===== src/rtl/compuertas_param.sv =====
// compuertas_param: N-input bitwise logic reducer with manual op select and
// an automatic sweep over all six ops, dwelling a programmable number of samples on each.
module compuertas_param #(
    parameter int N  = 3,
    parameter int W  = 1,
    parameter int CW = 8
) (
    input  logic             clk,
    input  logic             rst_n,
    input  logic             act,
    input  logic             modo,
    input  logic [2:0]       sel,
    input  logic [N*W-1:0]   ent,
    input  logic             ent_valid,
    input  logic [CW-1:0]    dwell,
    output logic [W-1:0]     sal,
    output logic             sal_valid,
    output logic [2:0]       sel_act,
    output logic             barrido_fin
);
    typedef enum logic [1:0] {IDLE, RUN, DONE} state_t;
    state_t st;
    logic [2:0] op, cur_op;
    logic [CW-1:0] cnt, dw, cur_dw, cur_cnt, cnt_n;
    logic [W-1:0] r_and, r_or, r_xor, res;
    logic acc, run, last, fin_now;
    always_comb begin
        r_and = '1;
        r_or  = '0;
        r_xor = '0;
        for (int i = 0; i < N; i++) begin
            r_and = r_and & ent[i*W +: W];
            r_or  = r_or  | ent[i*W +: W];
            r_xor = r_xor ^ ent[i*W +: W];
        end
    end
    // IDLE with modo=1 behaves as the first RUN cycle, so a sample on the entry edge already counts under op 001
    assign acc     = act & ent_valid;
    assign run     = act & modo & (st != DONE);
    assign cur_op  = !modo ? sel : (st == DONE) ? 3'd0 : (st == IDLE) ? 3'd1 : op;
    assign cur_dw  = (st == IDLE) ? ((dwell == '0) ? CW'(1) : dwell) : dw;
    assign cur_cnt = (st == IDLE) ? '0 : cnt;
    assign cnt_n   = cur_cnt + 1'b1;
    assign last    = cnt_n == cur_dw;
    assign fin_now = run & acc & last & (cur_op == 3'd6);
    assign res = (cur_op == 3'd1) ? r_and :
                 (cur_op == 3'd2) ? r_or :
                 (cur_op == 3'd3) ? r_xor :
                 (cur_op == 3'd4) ? ~r_and :
                 (cur_op == 3'd5) ? ~r_or :
                 (cur_op == 3'd6) ? ~r_xor : '0;
    always_ff @(posedge clk or negedge rst_n) begin
        if (!rst_n) begin
            st          <= IDLE;
            op          <= 3'd1;
            cnt         <= '0;
            dw          <= CW'(1);
            sal         <= '0;
            sal_valid   <= 1'b0;
            sel_act     <= 3'd0;
            barrido_fin <= 1'b0;
        end else begin
            sal_valid   <= acc;
            barrido_fin <= fin_now;
            if (acc) begin
                sal     <= res;
                sel_act <= cur_op;
            end
            if (!(act && modo)) begin
                st  <= IDLE;
                cnt <= '0;
            end else if (st != DONE) begin
                st  <= fin_now ? DONE : RUN;
                op  <= (acc && last) ? cur_op + 3'd1 : cur_op;
                cnt <= acc ? (last ? '0 : cnt_n) : cur_cnt;
                dw  <= cur_dw;
            end
        end
    end
endmodule


===== config.mk =====
export PLATFORM = sky130hd
export DESIGN_NAME = compuertas_param
export DESIGN_NICKNAME = d
export VERILOG_FILES = /design/src/rtl/compuertas_param.sv
export SDC_FILE = /design/constraint.sdc
export NUM_CORES = 1
export LEC_CHECK = 0
export CELL_PAD_IN_SITES_DETAIL_PLACEMENT = 1
export CELL_PAD_IN_SITES_GLOBAL_PLACEMENT = 2
export CORE_MARGIN = 1.5
export CORE_UTILIZATION = 33
export CTS_CLUSTER_SIZE = 30
export DETAILED_ROUTE_END_ITERATION = 8
export GPL_ROUTABILITY_DRIVEN = 1
export PLACE_DENSITY = 0.81
export SLEW_MARGIN = 10
export SYNTH_ARGS = -nofsm -noshare
export SYNTH_HDL_FRONTEND = slang
export SYNTH_SLANG_ARGS = --single-unit

===== constraint.sdc =====
create_clock -name clk -period 4 [get_ports clk]
set_clock_uncertainty 0.15 [all_clocks]
set_input_delay 0.8 -clock clk [delete_from_list [all_inputs] [get_ports clk]]
set_output_delay 0.8 -clock clk [all_outputs]
set_load 0.05 [all_outputs]

# Yosys cells after proc, flatten, opt, wreduce, memory -nomap -nowiden
# Cells that the tools add are included.
# word_totals
register_bits	27
input_bits	19
output_inout_bits	6
word_cells	60
# classes
addsub	2
n_eq_ne	10
mux	20
n_bitwise	15
reduce_logical	5
# op_table
op	n
8-bit two-way mux	7
3-bit two-way mux	4
3-bit equality test, second input constant	3
8-bit by 1-bit adder with 8-bit output, second input constant	1
1-bit bitwise AND	8
8-bit equality test	1
8-bit logical NOT	1
3-bit by 2-bit equality test with 1-bit output, second input constant	2
1-bit two-way mux	6
2-bit two-way mux	3
2-bit != test, second input constant	2
3-bit by 1-bit adder with 3-bit output, second input constant	1
3-bit by 1-bit equality test with 1-bit output, second input constant	1
1-bit NOT	3
2-bit equality test, second input constant	1
1-bit logical AND	2
2-bit logical NOT	1
1-bit bitwise OR	2
2-bit AND reduction	1
1-bit bitwise XOR	2

# Depth between registers and ports, before layout
# Gate-level depths: netlist of the first run.
# depth
word_depth	11
depth_mapped	12
mapped_depth_nobuf	10

# Worst setup path before layout of the first run
# Ideal clock, no wire load.
# synth_timing
kind	register to register
start	register st[0]
end	register op[1]
setup_time_ps	104
arrival_time_ps	2763
required_ps	3746
path_slack_ps	983
path_stages_with_launch	12
n_path_buf	3
period_less_slack_ps	3017
path_cell_list	dfrtp_1 > buf_2 > or2_1 > buf_2 > clkbuf_1 > and2_1 > ha_1 > nor4bb_1 > o21ai_1 > a2111o_1 > or4_1 > o311ai_1
# synth_between
elab_chain_cells	6
elab_cells_between_ends	14
classes_between	add/sub: 2; eq/ne: 3; mux: 6; reduce/logical: 3
# synth_lines
item	line	text
start, declared	22	state_t st;
start signal, assigned	73	st <= fin_now ? DONE : RUN;
2-bit logical NOT	40, 41, 42	
8-bit two-way mux / 3-bit two-way mux (equally long branches)	42, 40	
8-bit by 1-bit adder with 8-bit output / 3-bit two-way mux (equally long branches)	43, 40	
8-bit equality test / 3-bit two-way mux (equally long branches)	44, 40	
1-bit logical AND / 3-bit by 1-bit adder with 3-bit output (equally long branches)	74	op <= (acc && last) ? cur_op + 3'd1 : cur_op;
3-bit two-way mux	74	
end signal, assigned	74	
end, declared	23	logic [2:0] op, cur_op;
# Parallel ways exist; a longest one is shown, timed or not.
# A chain may end at the register's enable or synchronous reset.

# Worst setup path in the final report of the first run
# layout_timing
start	input port dwell[1]
end	register cnt[0]
# layout_between
elab_chain_cells	8
# layout_lines
item	line	text
start, declared	15	input logic [CW-1:0] dwell,
8-bit logical NOT	41	assign cur_dw = (st == IDLE) ? ((dwell == '0) ? CW'(1) : dwell) : dw;
8-bit two-way mux (*) (2 in a row)	41	
8-bit equality test (*)	44	assign last = cnt_n == cur_dw;
8-bit two-way mux (*) (2 in a row)	75	cnt <= acc ? (last ? '0 : cnt_n) : cur_cnt;
8-bit two-way mux (*)	72	end else if (st != DONE) begin
8-bit two-way mux (*)	69	if (!(act && modo)) begin
end signal, assigned	75	
end, declared	24	logic [CW-1:0] cnt, dw, cur_dw, cur_cnt, cnt_n;
# Every way passes the cells marked *; elsewhere a longest branch is shown, timed or not. The select of a mux whose other input is x is not followed.

==> results of run 1 <==
Yosys cell counts, types with 6 or more instances:
library cell	count	area share (%)
dfrtp_1	25	36
nand2_1	19	4.1
nor2_1	14	3.0
inv_1	10	2.1
o21ai_0	10	2.9
xnor2_1	10	5.0
ha_1	8	5.7
mux2_2	8	5.1
a22o_1	7	3.5
nand3_1	7	2.0
a21oi_1	6	1.7
clkbuf_1	6	1.3
worst max-delay path, stage by stage:
cell and delay, ns:
clkdlybuf4s50_1 0.43, or4_1 0.55, o221ai_1 0.16, o21ai_1 0.11, a2111oi_1 0.43, a21oi_1 0.32
a22o_1 0.29
layout make-up:
| class | count | area (sq um) | area share [%] |
|---|---|---|---|
| multi-input combinational | 143 | 997.2 | 46.80 |
| sequential | 27 | 678.2 | 31.83 |
| timing repair buffer | 30 | 285.3 | 13.39 |
| tap | 70 | 87.58 | 4.110 |
| clock buffer | 4 | 45.04 | 2.114 |
| inverter | 10 | 37.54 | 1.762 |
state kept, by name (all words and copies together), names as in the netlist:
register and flops:
cnt 8, barrido_fin 1, sal_valid 1, sel_act 3, dw 8, sal 1
st 2, op 3
how the worst min path moves through the flow:
stage                      startpoint                      to  depth (start not counted)
4_1_cts               sal$_DFFE_PN0P_         sal$_DFFE_PN0P_                          2
3_5_place_dp          sal$_DFFE_PN0P_         sal$_DFFE_PN0P_                          2
6_report              sal$_DFFE_PN0P_         sal$_DFFE_PN0P_                          2
3_3_place_gp   sel_act[0]$_DFFE_PN0P_  sel_act[0]$_DFFE_PN0P_                          2
5_1_grt               sal$_DFFE_PN0P_         sal$_DFFE_PN0P_                          2
2_1_floorplan       op[1]$_DFFE_PN0P_       op[1]$_DFFE_PN0P_                          2
report_power, final:
part           internal (mW)  total, mW  switching (mW)
Clock                 0.0714      0.162          0.0903
Combinational         0.0805      0.174          0.0934
Sequential             0.302      0.323          0.0205
layer usage:
metal  GRT usage [%]  vias up
li1                -      746
met1           26.97      798
met2           28.60       30
met3           1.984        2
met4           3.175        0
met5               0        -
through the flow:
stage	power, mW	cells	utilization (%)	area (sq um)	hold slack [ns]
2_1_floorplan	0.4346	189	-	1750	0.3197
3_3_place_gp	0.4955	280	40.84	2086	0.3153
3_5_place_dp	0.5036	280	40.84	2086	0.3230
4_1_cts	0.6625	284	41.72	2131	0.3455
5_1_grt	0.6948	284	41.72	2131	0.3878
6_report	0.6583	284	41.72	2131	0.3399
kinds of logic after synthesis:
group,after synthesis
multiplexers,10
buffers and inverters,19
adder cells (fa/ha/maj),8
flip-flops,27
AO/OA/AOI/OAI,52
XOR/XNOR,14
AND/OR/NAND/NOR,59
==> impl_metrics.yaml, run 1 <==
setup_path:
  critPathCapture: "cnt[0]$_DFFE_PN0P_"
  critPathKind: "in2reg"
  timing.rr.end: "cnt[0]$_DFFE_PN0P_"
  crit_fanout: 7
  r2r-start: "st[0]$_DFFE_PN0P_"
  crit_path_start_kind: "primary input"
  ff2ff_path_depth: 8
  crit_path_start: "dwell[1]"
  cp.required_ns: 4.02
  rrSetupSlack_ns: 0.94
  worst_ep_arrival_time_ns: 3.09
  cp-end-kind: "flop"
synth:
  yosys.cell_types.count: 49
  synthesis.area_sq_um: 1750
  synth-simple-area-share_pct: 16.51
  syn_inst: 189
  synth_edf_count: 0
  synthArstFlopShare_pct: 100.0
  synth-compound-area-share_pct: 21.44
  synthMuxAreaShare_pct: 6.290
  syn-num-nets: 216
  synth_ff_type: "dfrtp_1"
  yosysSeqAreaShare_pct: 38.74
  synthAdderAreaFrac_pct: 5.718
  avgSynthCellArea_sq_um: 9.262
  synth_xor_area_share_pct: 7.005
  ys_warn_count: 0
  ys_ff_latch: 27
  synth_top_family_by_area: "compound AO/OA/AOI/OAI gates"
final_layout:
  layout_commonest_cell: "dfrtp_1"
  syn_to_final_growth_pct: 21.73
  n_fill_cell: 611
  mostFrequentLayoutCells: "dfrtp_1, clkdlybuf4s50_1, nand2_1"
  nNetsFinal: 242
  drive_gt1_share_pct: 10.28
  n_antenna_cell: 0
route:
  drt_first_iter_violations: 120
  routed_wl_mm: 4.734
  antenna_left: 0
  drt_first_pass_iters: 4
  via_per_inst: 5.549
  wl_met3_microns: 146
  wl_met2_mm: 2.296
  dr.max_layer_used: "met4"
  wl_per_cell_microns: 16.67
  vias: 1576
  remaining_drc_errors: 0
  drt-met1-wl_mm: 2.268
floorplan:
  core_sq_um: 5107
  initial_core_util_pct: 34.27
  num_io_pins: 25
  die_y_microns: 75.83
  std_cell_rows: 26
  dieArea_sq_um: 5750
  die_w_microns: 75.83
timing:
  rsz0062_at_grt: "false"
  min_period_over_period_pct: 76.74
  slew_headroom_pct: 52.46
  max_freq_mhz: 325.8
  period_needed_ns: 3.069
  layout_setup_ws_ns: 0.9306
  hold_viol_final: 0
  setup_viol: 0
  final_max_slew_viol_count: 0
  tightest_slew_ns: 0.7105
  tns_ns: 0
clock_network:
  cts_tree: "built"
  holdBufCountCts: 0
  clk_path_buf_depth: 2
  h-tree-depth: 1
  cts_setup_buffers: 0
  ctsResizeCount: 0
  clkTransAtPathRegs_ns: 0.10
  clock_latency_ns: 0.27
  cts_buffers: 3
  cts_sinks: 27
  clockRootBuffer: "clkbuf_8"
place:
  io_buffers: 24
  pre_cts_slack_ns: 0.6618
  gp_congestion: 0.8609
  hpwl_mm: 3.664
power_and_ir_drop:
  vdd_drop_max_mv: 0.1416
  p_per_area_nw_per_um2: 308.9
  power.leakage_nw: 0.8990
global_route:
  grt_max_degree: 28
  grt_pass1_vias: 1572
  grt_usage_pct: 18.11
  grt_pass1_wl_mm: 7.948
  antenna_found_initial: 0
  grt_overflow: 0
hold_path:
  hold_class: "reg2reg"
status:
  status: "finished clean"
run:
  drv_cap: 0
Power figures use the tool's default switching activity.
==> run 2, diff against run 1 <==
==> constraint.sdc (replaced) <==
create_clock -name clk -period 3.1 [get_ports clk]
set_clock_uncertainty 0.15 [all_clocks]
set_input_delay 0.62 -clock clk [delete_from_list [all_inputs] [get_ports clk]]
set_output_delay 0.62 -clock clk [all_outputs]
set_load 0.05 [all_outputs]
==> run 2 against run 1 <==
Effect of this change: critical path depth up 1; combinational power up 37%; global-route usage up 0.59 points; via count up 3.0%; final area up 5.1%.
==> impl_metrics.yaml, run 2 (synthesis gave the netlist of run 1 again) <==
final_layout:
  mostFrequentLayoutCells: "dfrtp_1, clkdlybuf4s50_1, buf_4"
  reg_top3: "cnt: 8 flops, dw: 8 flops"
  fin_util_pct: 43.85
  syn_to_final_growth_pct: 27.95
  drive_gt1_share_pct: 16.23
  n_antenna_cell: 0
  layout_commonest_cell: "dfrtp_1"
  nNetsFinal: 256
  fin_area_sq_um: 2240
timing:
  final_max_slew_viol_count: 0
  min_period_over_period_pct: 93.18
  setup_viol: 0
  slew_headroom_pct: 54.65
  max_freq_mhz: 346.2
  hold_viol_final: 0
  rsz0062_at_grt: "false"
  period_needed_ns: 2.889
  tightest_slew_ns: 0.6778
route:
  antenna_left: 0
  vias: 1623
  routed_wl_mm: 4.949
  via_per_inst: 5.446
  remaining_drc_errors: 0
  drt_first_iter_violations: 99
  drt_first_pass_iters: 4
  wl_per_cell_microns: 16.61
setup_path:
  cp.required_ns: 3.13
  cpMaxStageDelayCell: "or4_1"
  critPathKind: "reg2reg"
  cp_cell_sequence: "or2_1, and2_1, ha_1, nor4bb_1, o21ai_1, a2111o_1, or4_1, o311ai_1"
  timing.rr.end: "op[1]$_DFFE_PN0P_"
  crit_fanout: 4
  r2r-start: "st[1]$_DFFE_PN0P_"
  worst_ep_arrival_time_ns: 2.92
  cp-end-kind: "flop"
  crit_path_start_kind: "flop"
  cp_slowest_stage_delay_ns: 0.50
  ff2ff_path_depth: 8
  rrSetupSlack_ns: 0.21
clock_network:
  cts_setup_buffers: 0
  h-tree-depth: 1
  clkTransAtPathRegs_ns: 0.10
  ctsResizeCount: 0
  cts_buffers: 3
  clock_latency_ns: 0.28
  clockRootBuffer: "clkbuf_8"
  clk_path_buf_depth: 2
  cts_tree: "built"
  holdBufCountCts: 0
  cts_sinks: 27
floorplan:
  dieArea_sq_um: 5750
  core_sq_um: 5107
  die_w_microns: 75.83
  num_io_pins: 25
  initial_core_util_pct: 34.27
  std_cell_rows: 26
  die_y_microns: 75.83
power_and_ir_drop:
  p_per_area_nw_per_um2: 388.4
  vdd_drop_max_mv: 0.1551
  power.leakage_nw: 0.9681
place:
  gp_congestion: 0.8672
  io_buffers: 24
  place_area_sq_um: 2191
  hpwl_mm: 3.937
global_route:
  antenna_found_initial: 0
  grt_usage_pct: 18.69
  grt_pass1_wl_mm: 8.148
  grt_max_degree: 28
  grt_pass1_vias: 1614
  grt_overflow: 0
hold_path:
  hold_class: "reg2reg"
  hold_path_depth: 2
  holdCritStartpoint: "sel_act[0]$_DFFE_PN0P_"
  hold_path_end: "sel_act[0]$_DFFE_PN0P_"
run:
  drv_cap: 0
status:
  status: "finished clean"
==> run 2: worst max-delay path by stage <==
stage / to / slack, ns / startpoint / cells after the start
after detailed placement: cnt[4]$_DFFE_PN0P_ / -0.06 / dwell[1] / 8
after global routing: cnt[3]$_DFFE_PN0P_ / 0.02 / st[1]$_DFFE_PN0P_ / 9
after global placement: op[2]$_DFFE_PN0P_ / 0.02 / dwell[1] / 7
after floorplan: op[1]$_DFFE_PN0P_ / 0.08 / st[0]$_DFFE_PN0P_ / 11
final: op[1]$_DFFE_PN0P_ / 0.21 / st[1]$_DFFE_PN0P_ / 8
after CTS: cnt[4]$_DFFE_PN0P_ / 0.18 / st[1]$_DFFE_PN0P_ / 9
==> run 2: worst max-delay path: cells and delay by family, from the launching register on <==
| family | cells | cell delay, ns |
|---|---|---|
| and+or+nand+nor | 4 | 1.28 |
| DFF | 1 | 0.39 |
| adders and majority gates | 1 | 0.34 |
| AOI/OAI and AO/OA | 3 | 0.63 |
==> run 2: metal layers <==
layer / vias to the layer above / global-route usage [%] / routed length [microns]
met5: - / 0 / 0
met4: 0 / 4.960 / 42
met3: 4 / 2.116 / 140
met2: 32 / 30.34 / 2452
met1: 816 / 26.39 / 2314
li1: 771 / - / -
==> run 2: per-stage QoR <==
| stage | setup slack [ns] | hold WS, ns | total power, mW | instances | TNS (ns) |
|---|---|---|---|---|---|
| final | 0.2114 | 0.3407 | 0.8700 | 298 | 0 |
| after global routing | 0.01723 | 0.3746 | 0.9212 | 298 | 0 |
| after CTS | 0.1789 | 0.3503 | 0.8803 | 298 | 0 |
| after detailed placement | -0.05668 | 0.3251 | 0.6635 | 294 | -0.3826 |
| after global placement | 0.02119 | 0.3134 | 0.6523 | 294 | 0 |
| after floorplan | 0.08319 | 0.1744 | 0.5608 | 189 | 0 |
==> run 2: area by class of cell <==
| type | instances | area (sq um) |
|---|---|---|
| clock buffer | 3 | 41.29 |
| clock inverter | 1 | 7.507 |
| fill | 608 | 2868 |
| inverter | 10 | 37.54 |
| multi-input combinational | 143 | 997.2 |
| sequential | 27 | 678.2 |
| tap | 70 | 87.58 |
| timing repair buffer | 44 | 390.4 |
==> run 2: power by group <==
part | total [mW] | switching, mW | internal [mW] | leakage (nW)
logic | 0.239 | 0.125 | 0.114 | 0.603
clock network | 0.216 | 0.124 | 0.0916 | 0.0217
registers | 0.415 | 0.0250 | 0.390 | 0.344
